==> config.mk <==
export PLATFORM = sky130hd
export DESIGN_NAME = reorder_buffer
export DESIGN_NICKNAME = d
export VERILOG_FILES = /design/src/rtl/reorder_buffer_pkg.sv /design/src/rtl/reorder_buffer_rob_ptr_ctrl.sv /design/src/rtl/reorder_buffer.sv
export SDC_FILE = /design/constraint.sdc
export NUM_CORES = 2
export LEC_CHECK = 0
export CORE_MARGIN = 1
export CORE_UTILIZATION = 55
export CTS_CLUSTER_SIZE = 28
export DETAILED_ROUTE_END_ITERATION = 16
export GPL_ROUTABILITY_DRIVEN = 0
export PLACE_DENSITY_LB_ADDON = 0.08
export SYNTH_ARGS = -nofsm -noshare
export SYNTH_HDL_FRONTEND = slang
export SYNTH_SLANG_ARGS = --single-unit
==> constraint.sdc <==
create_clock -name clk -period 5.76 [get_ports clk]
set_input_delay 1.152 -clock clk [delete_from_list [all_inputs] [get_ports clk]]
set_output_delay 1.152 -clock clk [all_outputs]
set_load 0.005 [all_outputs]
==> src/rtl/reorder_buffer_pkg.sv <==
// Shared types for the reorder buffer: entry kinds, the stored entry record, sizing.
// Latency: n/a (types and pure functions only).
// Backpressure: n/a.
package reorder_buffer_pkg;

    localparam int ROB_DEPTH = 16;
    localparam int IDX_W     = 4;
    localparam int DATA_W    = 32;
    localparam int REG_W     = 5;
    localparam int CNT_W     = IDX_W + 1;

    typedef enum logic [1:0] {
        ROB_REG    = 2'd0,
        ROB_STORE  = 2'd1,
        ROB_BRANCH = 2'd2,
        ROB_JALR   = 2'd3
    } rob_kind_e;

    // One ROB slot: dispatch-time fields followed by CDB-captured result fields
    typedef struct packed {
        rob_kind_e          kind;
        logic [REG_W-1:0]   rd;
        logic [DATA_W-1:0]  pc;
        logic               pred;
        logic [DATA_W-1:0]  value;
        logic               taken;
        logic [DATA_W-1:0]  target;
    } rob_entry_t;

    localparam int ROB_BUS_W = $bits(rob_entry_t);

    // JALR always redirects: the predictor never supplies its target
    function automatic logic is_mispredict(input rob_entry_t e);
        return (e.kind == ROB_JALR) ||
               ((e.kind == ROB_BRANCH) && (e.taken != e.pred));
    endfunction

    function automatic logic [DATA_W-1:0] redirect_of(input rob_entry_t e);
        return e.taken ? e.target : (e.pc + 32'd4);
    endfunction

endpackage

==> src/rtl/reorder_buffer_rob_ptr_ctrl.sv <==
// Head/tail/occupancy bookkeeping for the circular reorder buffer.
// Latency: pointers update on the edge of the alloc/retire; full is combinational from count.
// Backpressure: full tells the caller to stop allocating; flush overrides everything.
import reorder_buffer_pkg::*;

module rob_ptr_ctrl (
    input  logic             clk,
    input  logic             rst_n,
    input  logic             alloc,
    input  logic             retire,
    input  logic             flush,
    output logic [IDX_W-1:0] head,
    output logic [IDX_W-1:0] tail,
    output logic             full
);

    logic [IDX_W-1:0] head_q, head_d;
    logic [IDX_W-1:0] tail_q, tail_d;
    logic [CNT_W-1:0] count_q, count_d;

    // Next-state pointers: flush empties the buffer, otherwise modular increments
    always_comb begin
        head_d  = head_q;
        tail_d  = tail_q;
        count_d = count_q;
        if (flush) begin
            head_d  = '0;
            tail_d  = '0;
            count_d = '0;
        end else begin
            if (retire) head_d = head_q + 1'b1;
            if (alloc)  tail_d = tail_q + 1'b1;
            case ({alloc, retire})
                2'b10:   count_d = count_q + 1'b1;
                2'b01:   count_d = count_q - 1'b1;
                default: count_d = count_q;
            endcase
        end
    end

    // Pointer registers
    always_ff @(posedge clk or negedge rst_n) begin
        if (!rst_n) begin
            head_q  <= '0;
            tail_q  <= '0;
            count_q <= '0;
        end else begin
            head_q  <= head_d;
            tail_q  <= tail_d;
            count_q <= count_d;
        end
    end

    assign head = head_q;
    assign tail = tail_q;
    assign full = (count_q == CNT_W'(ROB_DEPTH));

endmodule

==> src/rtl/reorder_buffer.sv <==
// In-order reorder buffer: allocates tags, captures CDB results, retires one entry per cycle.
// Latency: CDB write at edge k -> registered commit outputs after edge k+1; lookups combinational.
// Backpressure: rob_full / flush drop dispatch; rdy=0 freezes all state. ROB_BYPASS_EN adds CDB->lookup forwarding.
import reorder_buffer_pkg::*;

module reorder_buffer (
    input  logic              clk,
    input  logic              rst_n,
    input  logic              rdy,
    input  logic              disp_en,
    input  logic [1:0]        disp_kind,
    input  logic [REG_W-1:0]  disp_rd,
    input  logic [DATA_W-1:0] disp_pc,
    input  logic              disp_pred,
    output logic [IDX_W-1:0]  rob_nxtpos,
    output logic              rob_full,
    input  logic [IDX_W-1:0]  rs1_tag,
    output logic              rs1_ready,
    output logic [DATA_W-1:0] rs1_value,
    input  logic [IDX_W-1:0]  rs2_tag,
    output logic              rs2_ready,
    output logic [DATA_W-1:0] rs2_value,
    input  logic              cdb_en,
    input  logic [IDX_W-1:0]  cdb_tag,
    input  logic [DATA_W-1:0] cdb_value,
    input  logic              cdb_taken,
    input  logic [DATA_W-1:0] cdb_target,
    output logic              cmt_reg_en,
    output logic [REG_W-1:0]  cmt_rd,
    output logic [DATA_W-1:0] cmt_value,
    output logic [IDX_W-1:0]  cmt_tag,
    output logic              cmt_store_en,
    output logic              flush,
    output logic [DATA_W-1:0] redirect_pc
);

    logic [IDX_W-1:0] head, tail;
    logic             full;
    logic             alloc, retire, mispredict, cdb_hit;
    rob_entry_t       head_ent;

    logic [ROB_DEPTH-1:0] valid_q, valid_d;
    logic [ROB_DEPTH-1:0] ready_q, ready_d;
    rob_entry_t           ent_q [ROB_DEPTH];
    rob_entry_t           ent_d [ROB_DEPTH];

    logic              cmt_reg_en_q, cmt_reg_en_d;
    logic              cmt_store_en_q, cmt_store_en_d;
    logic              flush_q, flush_d;
    logic [REG_W-1:0]  cmt_rd_q, cmt_rd_d;
    logic [DATA_W-1:0] cmt_value_q, cmt_value_d;
    logic [IDX_W-1:0]  cmt_tag_q, cmt_tag_d;
    logic [DATA_W-1:0] redirect_pc_q, redirect_pc_d;

    rob_ptr_ctrl u_ptr (
        .clk    (clk),
        .rst_n  (rst_n),
        .alloc  (alloc),
        .retire (retire),
        .flush  (mispredict),
        .head   (head),
        .tail   (tail),
        .full   (full)
    );

    // Per-cycle events, all decided from pre-edge state; dispatch is dropped during the flush cycle
    always_comb begin
        head_ent   = ent_q[head];
        retire     = rdy & valid_q[head] & ready_q[head];
        mispredict = retire & is_mispredict(head_ent);
        alloc      = rdy & disp_en & ~full & ~flush_q;
        cdb_hit    = rdy & cdb_en & valid_q[cdb_tag];
    end

    // Entry storage update: CDB capture, retire release, allocation, then flush wipes validity
    always_comb begin
        valid_d = valid_q;
        ready_d = ready_q;
        for (int i = 0; i < ROB_DEPTH; i++) ent_d[i] = ent_q[i];
        if (cdb_hit) begin
            ent_d[cdb_tag].value  = cdb_value;
            ent_d[cdb_tag].taken  = cdb_taken;
            ent_d[cdb_tag].target = cdb_target;
            ready_d[cdb_tag]      = 1'b1;
        end
        if (retire) begin
            valid_d[head] = 1'b0;
            ready_d[head] = 1'b0;
        end
        if (alloc) begin
            ent_d[tail] = '{kind:   rob_kind_e'(disp_kind),
                            rd:     disp_rd,
                            pc:     disp_pc,
                            pred:   disp_pred,
                            value:  '0,
                            taken:  1'b0,
                            target: '0};
            valid_d[tail] = 1'b1;
            ready_d[tail] = 1'b0;
        end
        if (mispredict) begin
            valid_d = '0;
            ready_d = '0;
        end
    end

    // Entry registers
    always_ff @(posedge clk or negedge rst_n) begin
        if (!rst_n) begin
            valid_q <= '0;
            ready_q <= '0;
            for (int i = 0; i < ROB_DEPTH; i++) ent_q[i] <= '0;
        end else begin
            valid_q <= valid_d;
            ready_q <= ready_d;
            for (int i = 0; i < ROB_DEPTH; i++) ent_q[i] <= ent_d[i];
        end
    end

    // Commit outputs: strobes last one cycle, data fields hold until the next retire
    always_comb begin
        cmt_reg_en_d   = 1'b0;
        cmt_store_en_d = 1'b0;
        flush_d        = 1'b0;
        cmt_rd_d       = cmt_rd_q;
        cmt_value_d    = cmt_value_q;
        cmt_tag_d      = cmt_tag_q;
        redirect_pc_d  = redirect_pc_q;
        if (retire) begin
            cmt_tag_d      = head;
            cmt_rd_d       = head_ent.rd;
            cmt_value_d    = head_ent.value;
            cmt_reg_en_d   = ((head_ent.kind == ROB_REG) || (head_ent.kind == ROB_JALR)) &&
                             (head_ent.rd != '0);
            cmt_store_en_d = (head_ent.kind == ROB_STORE);
        end
        if (mispredict) begin
            flush_d       = 1'b1;
            redirect_pc_d = redirect_of(head_ent);
        end
    end

    // Commit output registers
    always_ff @(posedge clk or negedge rst_n) begin
        if (!rst_n) begin
            cmt_reg_en_q   <= 1'b0;
            cmt_store_en_q <= 1'b0;
            flush_q        <= 1'b0;
            cmt_rd_q       <= '0;
            cmt_value_q    <= '0;
            cmt_tag_q      <= '0;
            redirect_pc_q  <= '0;
        end else begin
            cmt_reg_en_q   <= cmt_reg_en_d;
            cmt_store_en_q <= cmt_store_en_d;
            flush_q        <= flush_d;
            cmt_rd_q       <= cmt_rd_d;
            cmt_value_q    <= cmt_value_d;
            cmt_tag_q      <= cmt_tag_d;
            redirect_pc_q  <= redirect_pc_d;
        end
    end

    // Operand lookups from stored entries, optionally forwarding this cycle's CDB broadcast
    always_comb begin
        rs1_ready = valid_q[rs1_tag] & ready_q[rs1_tag];
        rs1_value = ent_q[rs1_tag].value;
        rs2_ready = valid_q[rs2_tag] & ready_q[rs2_tag];
        rs2_value = ent_q[rs2_tag].value;
`ifdef ROB_BYPASS_EN
        if (cdb_en && valid_q[rs1_tag] && (cdb_tag == rs1_tag)) begin
            rs1_ready = 1'b1;
            rs1_value = cdb_value;
        end
        if (cdb_en && valid_q[rs2_tag] && (cdb_tag == rs2_tag)) begin
            rs2_ready = 1'b1;
            rs2_value = cdb_value;
        end
`endif
    end

    assign rob_nxtpos   = tail;
    assign rob_full     = full;
    assign cmt_reg_en   = cmt_reg_en_q;
    assign cmt_store_en = cmt_store_en_q;
    assign flush        = flush_q;
    assign cmt_rd       = cmt_rd_q;
    assign cmt_value    = cmt_value_q;
    assign cmt_tag      = cmt_tag_q;
    assign redirect_pc  = redirect_pc_q;

endmodule

Word level (Yosys, flattened, before mapping)
Cells that the tools add are included.
Widths: inputs -> output; s select.

cells by class
  multiplexer cells = 60
  bitwise logic cells = 24
  order comparisons = 15
  add/sub/neg operators = 5
  equality and inequality tests = 7
  reduce and logical (&&, ||, !) cells = 14

operators by type and width
  operator               number
  $bwmux 1680            4
  $mux 1680              2
  $demux 105 s4          4
  $bmux 105 s4           3
  $mux 65                5
  $mux 105               3
  $mux 16                7
  $mux 32                2
  $and 16x16->16         3
  $mux 33                1
  $add 32x3->32 const B  1
  $not 16->16            2
  $or 16x16->16          2
  $bmux 1 s4             7
  $ge 5x5->1 const B     5
  $lt 4x5->1 const B     5
  $not 4->5              5
  $mux 4                 4
  $mux 1                 13
  $demux 1 s4            3
  $ge 4x1->1 const B     3
  $and 1x1->1            10
  $lt 5x1->1 const B     2
  $pmux 5 s2             1
  other kinds (15)       28

storage, ports and cells
  register bits = 1801
  logic and storage cells = 249
  output and inout bits = 147
  input port bits = 122

Logic depth before layout (Yosys ltp)
  depth in word-level cells = 11
  depth in mapped cells = 21
  gate-level depth less buffers = 12

Cells and area by module
From an unflattened synthesis, not the netlist that was laid out.

unflattened totals
  cell total of the unflattened synthesis = 6929
  area total of the unflattened synthesis = 91864.4 um2

by module, submodules not included
  module          area each (um2)  times used  cells each  sequential area each (um2)
  reorder_buffer  91078.6          1           6855        44742.9
  rob_ptr_ctrl    785.8            1           74          325.3

Least setup slack after synthesis
OpenSTA, ideal clock, no wires.

  path kind = reg2reg
  start = reg u_ptr.head_q[0], in the netlist u_ptr.head[0]
  end = reg redirect_pc_q[17], in the netlist redirect_pc[17]
  cell stages (with the launch flop) = 21
  clock period less this slack = 4.564 ns
  data required time = 5.627 ns
  path slack = 1.196 ns
  path buffers = 10
  arrival = 4.431 ns
  cells stage by stage = dfrtp_1 buf_6 buf_12 buf_12 buf_12 buf_6 buf_6 buf_2 buf_2 mux4_2 mux4_2 ha_1 and2_1 a221oi_2 nand2b_1 clkbuf_1 inv_1 buf_2 and3_1 a21oi_1 o21ai_0

on the way
  longest elaborated chain between the ends = 8

ends and longest elaborated chain
  what                                                   RTL line                           text
  from (decl)                                            reorder_buffer_rob_ptr_ctrl.sv:17  logic [IDX_W-1:0] head_q, head_d;
  from (signal assigned)                                 reorder_buffer_rob_ptr_ctrl.sv:44  head_q <= '0;
  from (signal assigned)                                 reorder_buffer_rob_ptr_ctrl.sv:48  head_q <= head_d;
  branches (longest 8 deep; another with $add 32x3->32)  --
  to (signal assigned)                                   reorder_buffer.sv:160              redirect_pc_q <= redirect_pc_d;
  to (decl)                                              reorder_buffer.sv:53               logic [DATA_W-1:0] redirect_pc_q, redirect_pc_d;

Parallel ways; which one is timed is not known. The select of a mux whose other input is x is not followed.
A chain may end at the register's enable or synchronous reset.

Final worst setup path
  start = in rs2_tag[0]
  end = out rs2_value[30]

on the way
  longest elaborated chain between the ends = 4

ends and longest elaborated chain
  what                                         RTL line               text
  from (decl)                                  reorder_buffer.sv:20   input logic [IDX_W-1:0] rs2_tag,
  $not 4->5 (not written as such)              reorder_buffer.sv:169  rs2_value = ent_q[rs2_tag].value;
  $bmux 105 s4                                 reorder_buffer.sv:169
  $mux 65 (not written as such) (2 in series)  reorder_buffer.sv:169
  to (decl)                                    reorder_buffer.sv:22   output logic [DATA_W-1:0] rs2_value,

No other way between the ends. The select of a mux whose other input is x is not followed.

==> summary.txt <==
Clocking
  • # resized after CTS: 0
  • Clk sink count: about 1.8k
  • TritonCTS Buffers: 191
  • H-tree levels: 4
  • Hold_buf cts: 0
  • Post-CTS setup buffers: 0
  • CTS root buf: clkbuf_16
  • CTS tree: built
  • CTS max path bufs: 3
  • CTS clock-pin slew for the worst setup and hold paths: 0.06 ns
  • Clock latency on the worst-skew pair: ~0.85 ns

STA
  • Final Hold Vio Count: 0
  • Max-slew violation count: 0
  • Setup TNS: 0 ns
  • RSZ-0062 raised after global routing: false
  • Tmin final: around 4.8 ns
  • Worst Max-Slew Pin Slew: between 1 and 1.5 ns
  • Period utilization: slightly above 80%
  • WHS: 0.279 ns
  • Final Worst Setup Slack: a little over 1 ns
  • Endpoints failing setup: 0
  • Slew HR: 28.3%
  • Fmax: roughly 0.21 GHz
  • Setup Skew: roughly 0.03 ns

Worst setup path
  • Kind of critical path: in2out
  • Crit path arrival time: 3.60 ns
  • CP Capture Type: output port
  • CP dominant cell by count: mux4_2
  • Delay of the slowest cell on the worst path: approximately 0.56 ns
  • Worst path slowest cell: mux4_2
  • Crit path max fanout: 34
  • Critical path launch point: rs2_tag[0]
  • Reg2reg start: u_ptr.head[0]$_DFFE_PN0P_
  • Crit-path cells: clkbuf_8, buf_4, mux4_2, mux4_2, clkdlybuf4s50_1
  • Reg2Reg Setup Slack: between 1 and 1.5 ns
  • Req. time, crit path: 4.61 ns
  • CP endpoint: rs2_value[30]
  • Cells on worst reg2reg path: 10
  • CP Launch Type: input port
  • Crit Reg-Reg Endpoint: redirect_pc[23]$_DFFE_PN0P_

Cells and area
  • Fill count: around 13k
  • Area taken by multi-input logic gates: ~44000 um^2
  • Share of cells above drive strength 1: a little under a quarter
  • Register area: 45100 um^2
  • Synth-to-Final Area Change: 12.6%
  • Core Util, Final: a little over three fifths
  • Nets: around 7.6k
  • Design area: just over 100000 um^2

Global routing
  • Pin count of the biggest net entering global routing: 150
  • GRT overflow: 0
  • Initial antenna violation count: 25
  • Global-route wire length before repair: approximately 440 mm
  • Vias in the first global route: ~65k
  • Gr usage total: approximately 36%

Synthesis
  • Top post-synthesis cells by area: dfrtp_1 49%, mux4_2 20%, mux2i_1 8.6%
  • Synthesized area per cell: approximately 12 um^2
  • Unique masters post-synth: 52
  • Fraction of registers with async set/reset: 100%
  • Mapped Cells: around 7.5k
  • Ys flop type: dfrtp_1
  • Syn Nets: ~7.7k
  • Top cells by count, synth: 1801 x dfrtp_1, 1578 x nand2_1, 859 x nor2_1
  • Synth top area share: approximately half
  • Flops & latches, synth: 1801
  • Synth area leader: dfrtp_1
  • Most common cell in the synthesized netlist: dfrtp_1
  • Yosys warnings: 0
  • Register area share after synthesis: 49.1%
  • Mapped Area: 91900 um^2
  • Number of synthesized flops with an enable pin: 0

Floorplanning
  • Die H: around 400 um
  • Row Count: 149
  • Core Box Area: between 150000 and 200000 um^2
  • Area of the die: approximately 170000 um^2
  • Top-level I/O count: between 200 and 300
  • Initial core utilization: a little under three fifths
  • Die X-Extent: between 400 and 500 um

Detailed routing
  • Final antenna-violating net count: 0
  • Wire per inst: ~30 um
  • Starting DRT DRC Count: roughly 7.3k
  • DR vias/cell: 6.54
  • Post-route DRC: 0
  • Via count: 64.4k
  • Total routed wirelength: roughly 300 mm
  • Initial DRT Pass Iterations: 8

Power and ir drop
  • P per Cell Area: 421 nW/um^2
  • Comb power frac: between 20% and 30%
  • Sw power: around 14 mW
  • Worst vdd ir: 389 uV
  • Clock power share: 29.4%
  • Internal power: 29.9 mW
  • Switch share: 31.3%
  • Leakage power: 45.6 nW
  • Flop pwr share: between 40% and 50%

Hold path
  • Worst min path class: in2async

Placement
  • HPWL after DPL: about 170 mm
  • Setup WS pre-CTS: 0.978 ns
  • Cell Area, Placed: approximately 97000 um^2
  • Port Buf Inserts: roughly 270

Run
  • Max_cap viols: 0

Run status
  • Status: complete, no violations
-- cells by family (layout without fill, tap and decap cells) --
logic type	after synthesis	count (layout)	synth area share, %
simple gates	2547	2547	10.7
flops	1801	1801	49.1
fa+ha+maj	14	14	0.191
compound gates	438	438	2.63
buf+inv	717	826	3.32
mux	1989	1989	33.8
xor+xnor	33	33	0.315
other cells	0	7	0
-- area by class of cell --
class	instances	share of cell area, %
diodes	7	0.0169
clock buffers	290	5.53
clock inverters	57	0.717
inverters	12	0.0435
multi-input cells	5021	42.6
flip-flops and latches	1801	43.6
well taps	2189	2.65
repair buffers	467	4.84
-- through the flow --
step / power (mW) / instances
2_1_floorplan: 26.7 / 7539
3_3_place_gp: 30.4 / 9490
3_5_place_dp: 30.9 / 9490
4_1_cts: 43.6 / 9837
5_1_grt: 45.5 / 9841
6_report: 43.6 / 9844
-- registers in the layout (all words and copies together) (netlist names) --
signal / flops
ent_q: 1680
cmt_value: 32
redirect_pc: 32
ready_q: 16
valid_q: 16
cmt_rd: 5
u_ptr.count_q: 5
cmt_tag: 4
u_ptr.head: 4
u_ptr.tail: 4
cmt_reg_en: 1
cmt_store_en: 1
flush: 1
-- routing by layer --
metal / track usage [%] / share of wire [%] / up-vias
met5: 0 / 0.049 / -
met1: 50.0 / 40 / 34104
met2: 55.5 / 47 / 3003
met3: 7.10 / 9.0 / 615
met4: 12.4 / 3.6 / 26
li1: - / - / 26674
-- critical path, delay by kind of cell --
kind	cells	cell delay, ns
buffers and inverters	3	1.29
muxes	2	1.10
-- cells in the final DEF (no fill, tap or decap), drive strengths merged, types with 2 or more instances in the layout --
master         instances
inv                   21
dfrtp               1801
nor4                   6
a211oi                 2
clkinv                34
nor3                  18
nor2                 859
a22oi                 40
a21oi                299
xnor2                  7
nor3b                  3
nand3                 27
nand2b                 5
a21boi                 2
o21ai                 56
mux4                 843
ha                    14
or3                    7
mux2i                788
diode                  7
mux2                 358
and3                  15
a31oi                  3
and2                   5
o22ai                  9
clkdlybuf4s50        259
nand2               1578
a21o                   3
nor4b                  2
nand4                 13
or2                    2
nor2b                  6
o221ai                16
xor2                  26
clkbuf               292
buf                  206
bufinv                14
-- how the worst min path moves through the flow --
stage / from / to / slack [ns] / cells after the start
finish: rst_n / cmt_value[10]$_DFFE_PN0N_ / 0.28 / 1
global route: rst_n / cmt_value[10]$_DFFE_PN0N_ / 0.36 / 1
CTS: rst_n / cmt_value[10]$_DFFE_PN0N_ / 0.31 / 1
detailed placement: ent_q[1149]$_DFFE_PN0P_ / ent_q[1149]$_DFFE_PN0P_ / 0.46 / 2
global placement: ent_q[1130]$_DFFE_PN0P_ / ent_q[1130]$_DFFE_PN0P_ / 0.45 / 2
floorplan: ent_q[1115]$_DFFE_PN0P_ / ent_q[1115]$_DFFE_PN0P_ / 0.44 / 2
-- power by group through the flow --
stage	sequential, mW	combinational, mW	clock, mW
detailed placement	18.5	12.3	0
CTS	18.4	12.4	12.9
floorplan	17.6	9.06	0
global route	18.8	13.3	13.4
finish	18.4	12.4	12.8
global placement	18.4	12.0	0
No activity file was read; power rests on OpenSTA's default activity.
